**src/rtl/bp_be_issue_ctl.sv**
```systemverilog
// bp_be_issue_ctl
//   Sequencing controller for the backend issue queue. It turns commit, replay
//   and flush events into the queue's dequeue (deq), roll and clear strobes,
//   throttles queue reads (yumi) so that no more than max_inflight_p entries
//   are read but uncommitted, and runs a small FSM:
//     e_run     - normal issue
//     e_recover - recover_cycles_p read-blocked bubbles after a roll
//     e_drain   - one forced deq per cycle until the checkpoint catches up
//
// Ports
//   clk_i, reset_i      clock, synchronous active-high reset
//   fe_queue_v_i        queue has a readable entry
//   dispatch_ready_i    dispatch can accept an instruction
//   commit_v_i          oldest in-flight instruction retired
//   replay_v_i          re-execute all uncommitted instructions
//   flush_v_i           redirect, discard unread and in-flight entries
//   fe_queue_yumi_o     read strobe to the queue
//   deq_v_o             checkpoint advance
//   roll_v_o            read pointer back to checkpoint
//   clr_v_o             write pointer back to read pointer
//   inflight_o          read-but-uncommitted count
//   busy_o              FSM is not in e_run
module bp_be_issue_ctl #(
  parameter int fe_queue_fifo_els_p = 16,
  parameter int max_inflight_p      = 8,
  parameter int recover_cycles_p    = 2,
  localparam int InfW = $clog2(max_inflight_p + 1),
  localparam int CntW = (recover_cycles_p > 1) ? $clog2(recover_cycles_p) : 1
) (
  input  logic            clk_i,
  input  logic            reset_i,
  input  logic            fe_queue_v_i,
  input  logic            dispatch_ready_i,
  input  logic            commit_v_i,
  input  logic            replay_v_i,
  input  logic            flush_v_i,
  output logic            fe_queue_yumi_o,
  output logic            deq_v_o,
  output logic            roll_v_o,
  output logic            clr_v_o,
  output logic [InfW-1:0] inflight_o,
  output logic            busy_o
);

  typedef enum logic [1:0] {e_run, e_recover, e_drain} state_e;

  localparam logic [InfW-1:0] MaxInf    = InfW'(max_inflight_p);
  localparam logic [CntW-1:0] RecovInit = CntW'(recover_cycles_p - 1);

  state_e          r_state, w_state_n;
  logic [InfW-1:0] r_inflight, w_inflight_n, w_inflight_dec;
  logic [CntW-1:0] r_cnt, w_cnt_n;
  logic            w_yumi, w_deq, w_roll, w_clr;

  // State register
  always_ff @(posedge clk_i) begin
    if (reset_i) begin
      r_state    <= e_run;
      r_inflight <= '0;
      r_cnt      <= '0;
    end else begin
      r_state    <= w_state_n;
      r_inflight <= w_inflight_n;
      r_cnt      <= w_cnt_n;
    end
  end

  // Raw strobes, before reset gating; the next-state logic consumes these.
  always_comb begin
    w_yumi = 1'b0;
    w_deq  = commit_v_i & (r_inflight != '0);
    w_roll = 1'b0;
    w_clr  = 1'b0;
    unique case (r_state)
      e_run: begin
        w_yumi = fe_queue_v_i & dispatch_ready_i & (r_inflight < MaxInf)
               & ~flush_v_i & ~replay_v_i;
        if (flush_v_i)       w_clr  = 1'b1;
        else if (replay_v_i) w_roll = 1'b1;
      end
      e_recover: w_clr = flush_v_i;
      e_drain: begin
        // Drain advances the checkpoint on its own; commits add nothing.
        w_deq = (r_inflight != '0);
        w_clr = flush_v_i;
      end
      default: ;
    endcase
  end

  assign w_inflight_dec = r_inflight - InfW'(w_deq);

  // Next-state logic
  always_comb begin
    w_state_n    = r_state;
    w_inflight_n = r_inflight;
    w_cnt_n      = r_cnt;
    unique case (r_state)
      e_run: begin
        if (flush_v_i) begin
          w_inflight_n = w_inflight_dec;
          w_state_n    = (w_inflight_dec == '0) ? e_run : e_drain;
        end else if (replay_v_i) begin
          // The same-cycle deq is folded into the roll by the queue.
          w_inflight_n = '0;
          w_cnt_n      = RecovInit;
          w_state_n    = e_recover;
        end else begin
          w_inflight_n = r_inflight + InfW'(w_yumi) - InfW'(w_deq);
        end
      end
      e_recover: begin
        if (flush_v_i) begin
          w_cnt_n   = '0;
          w_state_n = e_run;
        end else if (r_cnt == '0) begin
          w_state_n = e_run;
        end else begin
          w_cnt_n = r_cnt - 1'b1;
        end
      end
      e_drain: begin
        w_inflight_n = w_inflight_dec;
        if (w_inflight_dec == '0) w_state_n = e_run;
      end
      default: w_state_n = e_run;
    endcase
  end

  // Outputs: everything is held low while reset is asserted.
  always_comb begin
    fe_queue_yumi_o = ~reset_i & w_yumi;
    deq_v_o         = ~reset_i & w_deq;
    roll_v_o        = ~reset_i & w_roll;
    clr_v_o         = ~reset_i & w_clr;
    busy_o          = ~reset_i & (r_state != e_run);
    inflight_o      = reset_i ? '0 : r_inflight;
  end

  always_ff @(posedge clk_i) begin
    if (!reset_i) begin
      assert (!(commit_v_i && r_inflight == '0));
      assert (r_inflight <= MaxInf);
      assert (max_inflight_p >= 1 && max_inflight_p <= fe_queue_fifo_els_p);
    end
  end

endmodule
```
**config.mk**
```make
export PLATFORM = sky130hd
export DESIGN_NAME = bp_be_issue_ctl
export DESIGN_NICKNAME = d
export VERILOG_FILES = /design/src/rtl/bp_be_issue_ctl.sv
export SDC_FILE = /design/constraint.sdc
export NUM_CORES = 1
export LEC_CHECK = 0
export CORE_AREA = 2 2 39 41
export DETAILED_ROUTE_END_ITERATION = 7
export DIE_AREA = 0 0 41 43
export DONT_BUFFER_PORTS = 1
export HOLD_SLACK_MARGIN = 0.02
export PLACE_DENSITY = 0.73
export SLEW_MARGIN = 5
export SYNTH_ARGS = -nofsm -noshare
export SYNTH_HDL_FRONTEND = slang
export SYNTH_SLANG_ARGS = --single-unit
```
**constraint.sdc**
```tcl
create_clock -name clk_i -period 4.95 [get_ports clk_i]
set_input_delay 1.2375 -clock clk_i [delete_from_list [all_inputs] [get_ports clk_i]]
set_output_delay 1.2375 -clock clk_i [all_outputs]
set_load 0.02 [all_outputs]
```
==> results.py, run 1 <==
metrics = {
    "run_status": {
        "run_status": "finished, final reports clean",
    },
    "die": {
        "die_height_um": 43,
        "std_cell_rows": 14,
        "dieArea_um2": 1760,
        "fp.dieW_um": 41,
        "floorplan.initialDensity": 0.473,
        "floorplan.core_area_um2": 1380,
        "num_io_pins": 16,
    },
    "final_layout": {
        "fraction_of_final_layout_cells_sized_beyond_drive_strength_1": 0.0833,
        "synthToLayoutAreaGrowth_pct": 5.74,
        "design.final.nets": 102,
        "final_cell_mix": "14 x sky130_fd_sc_hd__nor2_1, 10 x sky130_fd_sc_hd__inv_1, 9 x sky130_fd_sc_hd__ha_1, 7 x sky130_fd_sc_hd__dfxtp_1, 5 x sky130_fd_sc_hd__a211oi_1",
        "n_antenna_cell": 0,
        "layout.cells.most_common": "sky130_fd_sc_hd__nor2_1",
    },
    "grt": {
        "first_global_vias": 479,
        "grt_antenna_before_repair": 0,
        "global_route_wire_length_before_repair_um": 2100,
        "grt_util_all_layers": 0.181,
        "grt-ovfl-total": 0,
        "grt_max_degree": 16,
    },
    "setup_path": {
        "cp-start-kind": "input pin",
        "timing.reg2reg.setup_slack_ps": 2280,
        "rr_startpoint": "r_state[0]",
        "required_ps": 3710,
        "critical_path_peak_fanout": 3,
        "endpoint_kind": "primary output",
        "cp_data_arrival_time_ps": 1950,
        "path_class": "in -> out",
        "worst_r2r_endpoint": "r_inflight[2]",
        "ff2ff_path_depth": 11,
    },
    "timing": {
        "timing.final.hold_violations": 0,
        "setup_total_negative_slack_ps": 0,
        "worstMarginPinSlew_ps": 682,
        "final-max-slew-violation-count": 0,
        "clock.fmax_mhz": 314,
        "slew_headroom": 0.542,
        "final.period_utilization": 0.644,
        "finalSetupViolCount": 0,
        "post-route-min-period_ps": 3190,
        "rsz0062_at_grt": "no",
        "holdWs_ps": 496,
        "fin_worst_skew_ps": 7.96,
    },
    "route": {
        "avgRoutedWirePerCell_um": 13.2,
        "drt_first_pass_iters": 4,
        "drc": 0,
        "initialDrtViolationCount": 10,
        "drt.antenna.violating_nets": 0,
        "wl_um": 1320,
        "vias_per_cell": 5.71,
        "routed_via_count": 571,
    },
    "worst_hold_path": {
        "hold_path_depth": 2,
        "worst_hold_startpoint": "r_inflight[2]",
        "hold_wc_path_type": "reg -> reg",
        "whs_endpoint": "r_inflight[2]",
    },
    "clocking": {
        "tritoncts": "done",
        "cts.sink_count": 7,
        "htreeDepth": 1,
        "hold_buf_count_cts": 0,
        "ctsResizeCount": 0,
        "postCtsSetupBuffers": 0,
        "cts.reportedPaths.clkPinSlew_ps": 60,
        "clock_latency_ps": 260,
        "cts_root_buf": "sky130_fd_sc_hd__clkbuf_4",
        "tritoncts.num_buffers": 3,
        "number_of_buffers_on_the_longest_clock_path": 2,
    },
    "pwr": {
        "cellLeakagePower_uw": 0.000301,
        "power_per_cell_area_nw_per_um2": 733,
        "max-vdd-ir-drop_mv": 0.296,
    },
    "logic_synthesis": {
        "netlist_area_um2": 654,
        "syn_avg_cell_area_um2": 7.98,
        "synth_seq_cells": 7,
        "synthDistinctLibCells": 32,
        "yosysSeqAreaShare": 0.214,
        "synth.net_count": 99,
        "synth_warnings": 0,
        "syn_inst": 82,
    },
    "run": {
        "cap_violations": 0,
    },
    "place": {
        "hpwl_um": 1050,
        "buffer_ports.inserted": 0,
        "gp_congestion": 0.815,
    },
}
==> state kept, by name (all words and copies together) (netlist names) <==
| register | cells |
|---|---|
| r_state | 2 |
| r_cnt | 1 |
| r_inflight | 4 |
==> kinds of logic (layout without fill, tap and decap cells) <==
family,Yosys count,in the layout,synth area share
simple gates,33,33,0.264
compound gates,17,17,0.205
buf+inv,12,14,0.0707
fa+ha+maj,10,10,0.203
flops,7,7,0.214
mux,2,2,0.0306
xor+xnor,1,1,0.0134
==> report_power, final <==
group          internal [µW]  switching (µW)
combinational            162             197
clock                   31.0            24.3
sequential              76.1            17.3
==> metrics by stage <==
step           area (µm²)   util  worst slack (ps)  std cells  total power (µW)
2_1_floorplan         654      -              1760         82               397
3_3_place_gp          666  0.481              1680         96               444
3_5_place_dp          666  0.481              1650         96               458
4_1_cts               692  0.500              1760        100               516
5_1_grt               692  0.500              1730        100               559
6_report              692  0.500              1760        100               507
==> worst max path at each step <==
stage | from | endpoint | cells after the start
3_5_place_dp | flush_v_i | r_inflight[2] | 10
4_1_cts | commit_v_i | deq_v_o | 3
5_1_grt | commit_v_i | deq_v_o | 3
6_report | commit_v_i | deq_v_o | 3
3_3_place_gp | flush_v_i | r_inflight[2] | 10
2_1_floorplan | reset_i | clr_v_o | 2
==> synth_stat cells, drive strengths merged <==
master / n / area (µm²)
or3: 1 / 6.26
a211oi: 5 / 37.5
ha: 9 / 113
a21o: 1 / 7.51
a311oi: 1 / 8.76
xor2: 1 / 8.76
nor2b: 2 / 20.0
and2b: 1 / 7.51
and3: 2 / 12.5
o32ai: 1 / 8.76
a2111oi: 1 / 27.5
fa: 1 / 20.0
mux2i: 2 / 20.0
and2: 1 / 8.76
nand3: 2 / 10.0
nand2: 2 / 7.51
clkbuf: 1 / 3.75
or2: 1 / 6.26
nor3: 3 / 15.0
inv: 10 / 37.5
a21oi: 4 / 20.0
nor4: 1 / 6.26
nor3b: 1 / 7.51
o21ai: 2 / 10.0
nand2b: 1 / 6.26
nor2: 15 / 58.8
a31oi: 1 / 6.26
buf: 1 / 5.00
dfxtp: 7 / 140
o21bai: 1 / 7.51
==> layout make-up <==
cell class,instances,area [µm²]
Multi-Input combinational cell,63,468
Fill cell,144,692
Sequential cell,7,140
Inverter,10,37.5
Clock buffer,4,26.3
Tap cell,16,20.0
==> metal layers <==
metal | track usage | wire [µm] | vias to the layer above
met5 | 0 | 0 | -
met4 | 0.100 | 6 | 0
met3 | 0.0314 | 57 | 2
met2 | 0.256 | 633 | 11
met1 | 0.248 | 627 | 268
li1 | - | - | 290
==> critical path, stage by stage <==
cell,delay (ps)
sky130_fd_sc_hd__nor2_1,20
sky130_fd_sc_hd__a31oi_1,280
sky130_fd_sc_hd__nor2b_1,410
Power figures use the tool's default switching activity.
==> inputs of run 2 (changes only) <==
PLACE_DENSITY = 0.76   (was 0.73)
clock period = 2.8 ns   (was 4.95 ns; I/O delays follow)
==> run 2 against run 1 <==
Compared with the run above:
- combinational power is 81% higher
- first-iteration DRC count rose by 50%
- global-route usage grew 2.2 points
- largest power group unchanged
- highest routed layer unchanged
==> results.py, run 2 (synthesis results as in run 1) <==
metrics = {
    "timing": {
        "fin_worst_skew_ps": 4.66,
        "setup_total_negative_slack_ps": 0,
        "holdWs_ps": 505,
        "final.setup.worst_slack_ps": 293,
        "final-max-slew-violation-count": 0,
        "final.period_utilization": 0.896,
        "worstMarginPinSlew_ps": 681,
        "timing.final.hold_violations": 0,
        "finalSetupViolCount": 0,
        "post-route-min-period_ps": 2510,
        "rsz0062_at_grt": "no",
        "clock.fmax_mhz": 399,
        "slew_headroom": 0.543,
    },
    "route": {
        "routed_via_count": 620,
        "vias_per_cell": 6.08,
        "wl_um": 1400,
        "avgRoutedWirePerCell_um": 13.7,
        "initialDrtViolationCount": 15,
        "drt.antenna.violating_nets": 0,
        "drc": 0,
        "drt_first_pass_iters": 4,
    },
    "grt": {
        "first_global_vias": 592,
        "grt_antenna_before_repair": 0,
        "grt_max_degree": 16,
        "grt-ovfl-total": 0,
        "global_route_wire_length_before_repair_um": 2460,
        "grt_util_all_layers": 0.203,
    },
    "final_layout": {
        "synthToLayoutAreaGrowth_pct": 8.03,
        "layout.cells.most_common": "sky130_fd_sc_hd__nor2_1",
        "layout.cell_area.non_filler_um2": 707,
        "number_of_flip_flops_under_the_largest_register_name": 4,
        "max_flop_register": "r_inflight",
        "design.final.nets": 104,
        "n_antenna_cell": 0,
        "final_cell_mix": "14 x sky130_fd_sc_hd__nor2_1, 10 x sky130_fd_sc_hd__inv_1, 9 x sky130_fd_sc_hd__ha_1, 7 x sky130_fd_sc_hd__dfxtp_1, 5 x sky130_fd_sc_hd__a211oi_1",
        "fraction_of_final_layout_cells_sized_beyond_drive_strength_1": 0.105,
        "largest_registers": "r_inflight (4), r_state (2), r_cnt (1)",
    },
    "place": {
        "placement.setup.worst_slack_ps": 135,
        "buffer_ports.inserted": 0,
        "post_place_cell_area_um2": 681,
        "gp_congestion": 0.935,
        "hpwl_um": 1060,
    },
    "clocking": {
        "cts.reportedPaths.clkPinSlew_ps": 60,
        "ctsResizeCount": 0,
        "tritoncts.num_buffers": 3,
        "clock_latency_ps": 260,
        "cts_root_buf": "sky130_fd_sc_hd__clkbuf_4",
        "postCtsSetupBuffers": 0,
        "hold_buf_count_cts": 0,
        "number_of_buffers_on_the_longest_clock_path": 2,
        "htreeDepth": 1,
        "tritoncts": "done",
        "cts.sink_count": 7,
    },
    "setup_path": {
        "path_class": "reg -> reg",
        "cp_data_arrival_time_ps": 2700,
        "endpoint_kind": "flip-flop",
        "cp-start-kind": "flip-flop",
        "ff2ff_path_depth": 11,
        "required_ps": 2990,
        "critical_path_peak_fanout": 6,
    },
    "pwr": {
        "cellLeakagePower_uw": 0.000311,
        "power_per_cell_area_nw_per_um2": 1290,
        "max-vdd-ir-drop_mv": 0.584,
    },
    "worst_hold_path": {
        "hold_path_depth": 2,
        "hold_wc_path_type": "reg -> reg",
    },
    "die": {
        "floorplan.core_area_um2": 1380,
        "floorplan.initialDensity": 0.473,
        "std_cell_rows": 14,
        "dieArea_um2": 1760,
        "num_io_pins": 16,
        "die_height_um": 43,
        "fp.dieW_um": 41,
    },
    "run": {
        "cap_violations": 0,
    },
    "run_status": {
        "run_status": "finished, final reports clean",
    },
}
## run 2: changes by cell type in the layout (fill, tap and decap cells not counted), sizes merged
cell,change
buf,+2
## run 2: final cells by class
class                      count  area (µm²)
clock buffer                   4        26.3
fill                         136         677
inverter                      10        37.5
multi-input combinational     63         468
sequential                     7         140
tap                           16        20.0
timing repair buffer           2        15.0
## run 2: report_power, final
| part | internal, µW | switching [µW] |
|---|---|---|
| logic | 294 | 357 |
| clock network | 54.7 | 42.2 |
| registers | 135 | 29.1 |
| total | 483 | 428 |
## run 2: path summary, 6_finish.rpt
check	startpoint	end	slack, ps
setup reg to reg	r_state[1]	r_inflight[2]	290
hold reg to reg	r_inflight[2]	r_inflight[2]	510
setup / recovery	r_state[1]	r_inflight[2]	290
hold / removal	r_inflight[2]	r_inflight[2]	510
## run 2: layer usage
| layer | vias to the layer above | part of all wire | routed length [µm] | GRT usage |
|---|---|---|---|---|
| li1 | 299 | - | - | - |
| met1 | 300 | 0.42 | 583 | 0.270 |
| met2 | 15 | 0.52 | 725 | 0.300 |
| met3 | 6 | 0.031 | 43 | 0.0209 |
| met4 | 0 | 0.030 | 42 | 0.120 |
| met5 | - | 0 | 0 | 0 |
## run 2: worst max-delay path, cell delays in order (launching register included)
cell	delay, ps
sky130_fd_sc_hd__dfxtp_1	440
sky130_fd_sc_hd__and2b_1	240
sky130_fd_sc_hd__nor2_1	60
sky130_fd_sc_hd__a31oi_1	290
sky130_fd_sc_hd__ha_1	190
sky130_fd_sc_hd__inv_1	40
sky130_fd_sc_hd__ha_1	200
sky130_fd_sc_hd__fa_1	380
sky130_fd_sc_hd__xor2_1	170
sky130_fd_sc_hd__o32ai_1	220
sky130_fd_sc_hd__nand2_1	80
sky130_fd_sc_hd__a21oi_1	130
## run 2: through the flow
| stage | total power, µW | instances | utilization |
|---|---|---|---|
| 2_1_floorplan | 703 | 82 | - |
| 3_3_place_gp | 794 | 98 | 0.492 |
| 3_5_place_dp | 809 | 98 | 0.492 |
| 4_1_cts | 915 | 102 | 0.511 |
| 5_1_grt | 1020 | 102 | 0.511 |
| 6_report | 911 | 102 | 0.511 |
==> inputs of run 3 (changes only) <==
ABC_AREA = 1   (was default)
CORE_AREA = default   (was 2 2 39 41)
CORE_MARGIN = 5   (was default)
CORE_UTILIZATION = 35   (was default)
DIE_AREA = default   (was 0 0 41 43)
PLACE_DENSITY = 0.6   (was 0.76)
==> run 3 against run 2 <==
Compared with the run above:
- critical path depth grew 1
- setup slack improved by 140 ps
- clock-buffer cell count down 1
- routed wire length rose by 5.4%
- sequential power up 8%
- maximum frequency grew 6.0%
- via count up 2.7%
- area after synthesis is 2.7% higher
- largest cell class unchanged
==> results.py, run 3 <==
metrics = {
    "run_status": {
        "run_status": "finished, final reports clean",
    },
    "clocking": {
        "tritoncts": "done",
        "cts.sink_count": 7,
        "number_of_buffers_on_the_longest_clock_path": 2,
        "postCtsSetupBuffers": 0,
        "htreeDepth": 1,
        "cts.reportedPaths.clkPinSlew_ps": 60,
        "hold_buf_count_cts": 0,
        "cts_root_buf": "sky130_fd_sc_hd__clkbuf_4",
        "ctsResizeCount": 0,
        "clock_latency_ps": 260,
        "tritoncts.num_buffers": 3,
    },
    "grt": {
        "grt_max_degree": 14,
        "grt_util_all_layers": 0.121,
        "met1_usage": 0.144,
        "met3_usage": 0.0526,
        "grt_antenna_before_repair": 0,
        "grt_most_used_layer": "met2",
        "first_global_vias": 610,
        "global_route_wire_length_before_repair_um": 2530,
        "gr-usage-met2": 0.202,
        "grt-ovfl-total": 0,
    },
    "setup_path": {
        "ff2ff_path_depth": 12,
        "cp-start-kind": "flip-flop",
        "timing.reg2reg.setup_slack_ps": 430,
        "rr_startpoint": "r_state[0]",
        "endpoint_kind": "flip-flop",
        "required_ps": 3000,
        "worst_r2r_endpoint": "r_inflight[2]",
        "path_class": "reg -> reg",
        "cp_data_arrival_time_ps": 2560,
        "critical_path_peak_fanout": 9,
    },
    "route": {
        "drc": 0,
        "initialDrtViolationCount": 8,
        "avgRoutedWirePerCell_um": 11.4,
        "vias_per_cell": 4.94,
        "drt_first_pass_iters": 4,
        "routed_via_count": 637,
        "drt.antenna.violating_nets": 0,
        "wl_um": 1470,
    },
    "timing": {
        "slew_headroom": 0.740,
        "final-max-slew-violation-count": 0,
        "post-route-min-period_ps": 2370,
        "final.period_utilization": 0.845,
        "timing.final.hold_violations": 0,
        "clock.fmax_mhz": 423,
        "rsz0062_at_grt": "no",
        "final.setup.worst_slack_ps": 434,
        "setup_total_negative_slack_ps": 0,
        "fin_worst_skew_ps": 1.79,
        "worstMarginPinSlew_ps": 388,
        "finalSetupViolCount": 0,
    },
    "worst_hold_path": {
        "whs_endpoint": "r_cnt",
        "hold_wc_path_type": "reg -> reg",
        "hold_path_depth": 2,
        "worst_hold_startpoint": "r_cnt",
    },
    "place": {
        "hpwl_um": 1210,
        "numPlacedInstances": 125,
        "post_place_cell_area_um2": 714,
        "buffer_ports.inserted": 0,
        "placement.setup.worst_slack_ps": 296,
        "gp_congestion": 0.822,
    },
    "logic_synthesis": {
        "synth_enable_flop_cells": 0,
        "synth_seq_cells": 7,
        "synth_warnings": 0,
        "syn_inst": 99,
        "ys_dominant_reg_cell": "sky130_fd_sc_hd__dfxtp_1",
        "netlist.top_cell.by_area": "sky130_fd_sc_hd__dfxtp_1",
        "netlist_top_cells_count": "16 x sky130_fd_sc_hd__nand2_1, 14 x sky130_fd_sc_hd__inv_1, 12 x sky130_fd_sc_hd__nor2_1, 9 x sky130_fd_sc_hd__ha_1, 9 x sky130_fd_sc_hd__nand3_1",
        "yosysSeqAreaShare": 0.209,
        "netlist_area_um2": 672,
        "netlist_top_cells_area": "sky130_fd_sc_hd__dfxtp_1 21%, sky130_fd_sc_hd__ha_1 17%, sky130_fd_sc_hd__nand2_1 8.9%, sky130_fd_sc_hd__inv_1 7.8%, sky130_fd_sc_hd__nand3_1 6.7%",
        "syn_avg_cell_area_um2": 6.79,
        "synth_top_cell_area_share": 0.209,
        "synth_most_common_cell": "sky130_fd_sc_hd__nand2_1",
        "synthDistinctLibCells": 21,
        "synth.net_count": 116,
        "asyncSetResetFlopFracSynth": 0,
    },
    "final_layout": {
        "final_cell_mix": "16 x sky130_fd_sc_hd__nand2_1, 14 x sky130_fd_sc_hd__inv_1, 12 x sky130_fd_sc_hd__nor2_1, 9 x sky130_fd_sc_hd__nand3_1, 9 x sky130_fd_sc_hd__ha_1",
        "largest_registers": "r_inflight (4), r_state (2), r_cnt (1)",
        "fillerInstances": 195,
        "number_of_flip_flops_under_the_largest_register_name": 4,
        "ff_latch_area_um2": 140,
        "layout.cells.most_common": "sky130_fd_sc_hd__nand2_1",
        "fraction_of_final_layout_cells_sized_beyond_drive_strength_1": 0.173,
        "max_flop_register": "r_inflight",
        "n_antenna_cell": 0,
        "instances_no_fill": 129,
        "design.final.nets": 122,
        "synthToLayoutAreaGrowth_pct": 10.4,
        "multiInputGateArea_um2": 472,
        "layout.cell_area.non_filler_um2": 742,
    },
    "run": {
        "cap_violations": 0,
    },
    "die": {
        "fp.dieW_um": 53.8,
        "dieArea_um2": 2900,
        "floorplan.core_area_um2": 1780,
        "floorplan.initialDensity": 0.377,
        "std_cell_rows": 15,
        "num_io_pins": 16,
        "die_height_um": 53.8,
    },
    "pwr": {
        "design_power_total_uw": 1010,
        "power_per_cell_area_nw_per_um2": 1360,
        "max-vdd-ir-drop_mv": 0.491,
        "cellLeakagePower_uw": 0.000353,
    },
}
[run 3: cell count changes in the layout (fill, tap and decap cells not counted), sizes merged, moves of 4 or more]
cell / delta
inv: +5
nand3: +8
a21oi: +4
a211oi: -4
o21ai: +6
nand2: +18
[run 3: routing by layer]
metal	vias up	part of all wire	routed length [µm]
met2	15	0.48	706
li1	334	-	-
met3	2	0.068	100
met4	0	0.0041	6
met1	286	0.45	657
met5	-	0	0
[run 3: final cells by class]
cell class                      count  share of cell area
Clock buffer                        3              0.0304
Clock inverter                      1             0.00675
Inverter                           15              0.0759
Multi-Input combinational cell     76               0.636
Sequential cell                     7               0.189
Tap cell                           25              0.0422
Timing Repair Buffer                2              0.0202
[run 3: worst max path at each step]
stage                          start             to  slack, ps  cells past startpoint
after detailed placement   flush_v_i  r_inflight[2]        300                     11
final                     r_state[0]  r_inflight[2]        430                     12
after CTS                 r_state[0]  r_inflight[2]        410                     12
after floorplan            flush_v_i  r_inflight[2]        380                     11
after global placement     flush_v_i  r_inflight[2]        260                     11
after global routing      r_state[0]  r_inflight[2]        180                     12
[run 3: cell families (layout without fill, tap and decap cells)]
group                    Yosys count  count (layout)  synth area share
AO/OA/AOI/OAI                     17              17             0.153
flip-flops                         7               7             0.209
XOR/XNOR                           2               2            0.0261
adder cells (fa/ha/maj)           10              10             0.197
buffers and inverters             16              21            0.0894
AND/OR/NAND/NOR                   47              47             0.326
[run 3: critical path: stages (launching register included)]
cell and delay, ps:
sky130_fd_sc_hd__dfxtp_1 440, sky130_fd_sc_hd__inv_2 130, sky130_fd_sc_hd__nand2_2 90, sky130_fd_sc_hd__inv_1 50, sky130_fd_sc_hd__o21ai_0 220, sky130_fd_sc_hd__inv_1 100, sky130_fd_sc_hd__ha_1 280, sky130_fd_sc_hd__inv_1 40
sky130_fd_sc_hd__ha_1 190, sky130_fd_sc_hd__fa_1 380, sky130_fd_sc_hd__xnor2_1 200, sky130_fd_sc_hd__nand2_2 80, sky130_fd_sc_hd__a21oi_2 120
[run 3: power by group]
| part | leakage, µW | internal (µW) | switching, µW | total (µW) |
|---|---|---|---|---|
| Combinational | 0.000278 | 288 | 451 | 739 |
| Clock | 0.0000177 | 52.4 | 42.4 | 94.8 |
| Sequential | 0.0000576 | 140 | 37.4 | 177 |
| Total | 0.000353 | 480 | 531 | 1010 |
[run 3: through the flow]
| step | hold WS, ps | util |
|---|---|---|
| final | 480 | 0.416 |
| after global routing | 487 | 0.416 |
| after CTS | 477 | 0.416 |
| after detailed placement | 467 | 0.401 |
| after global placement | 463 | 0.401 |
| after floorplan | 447 | - |
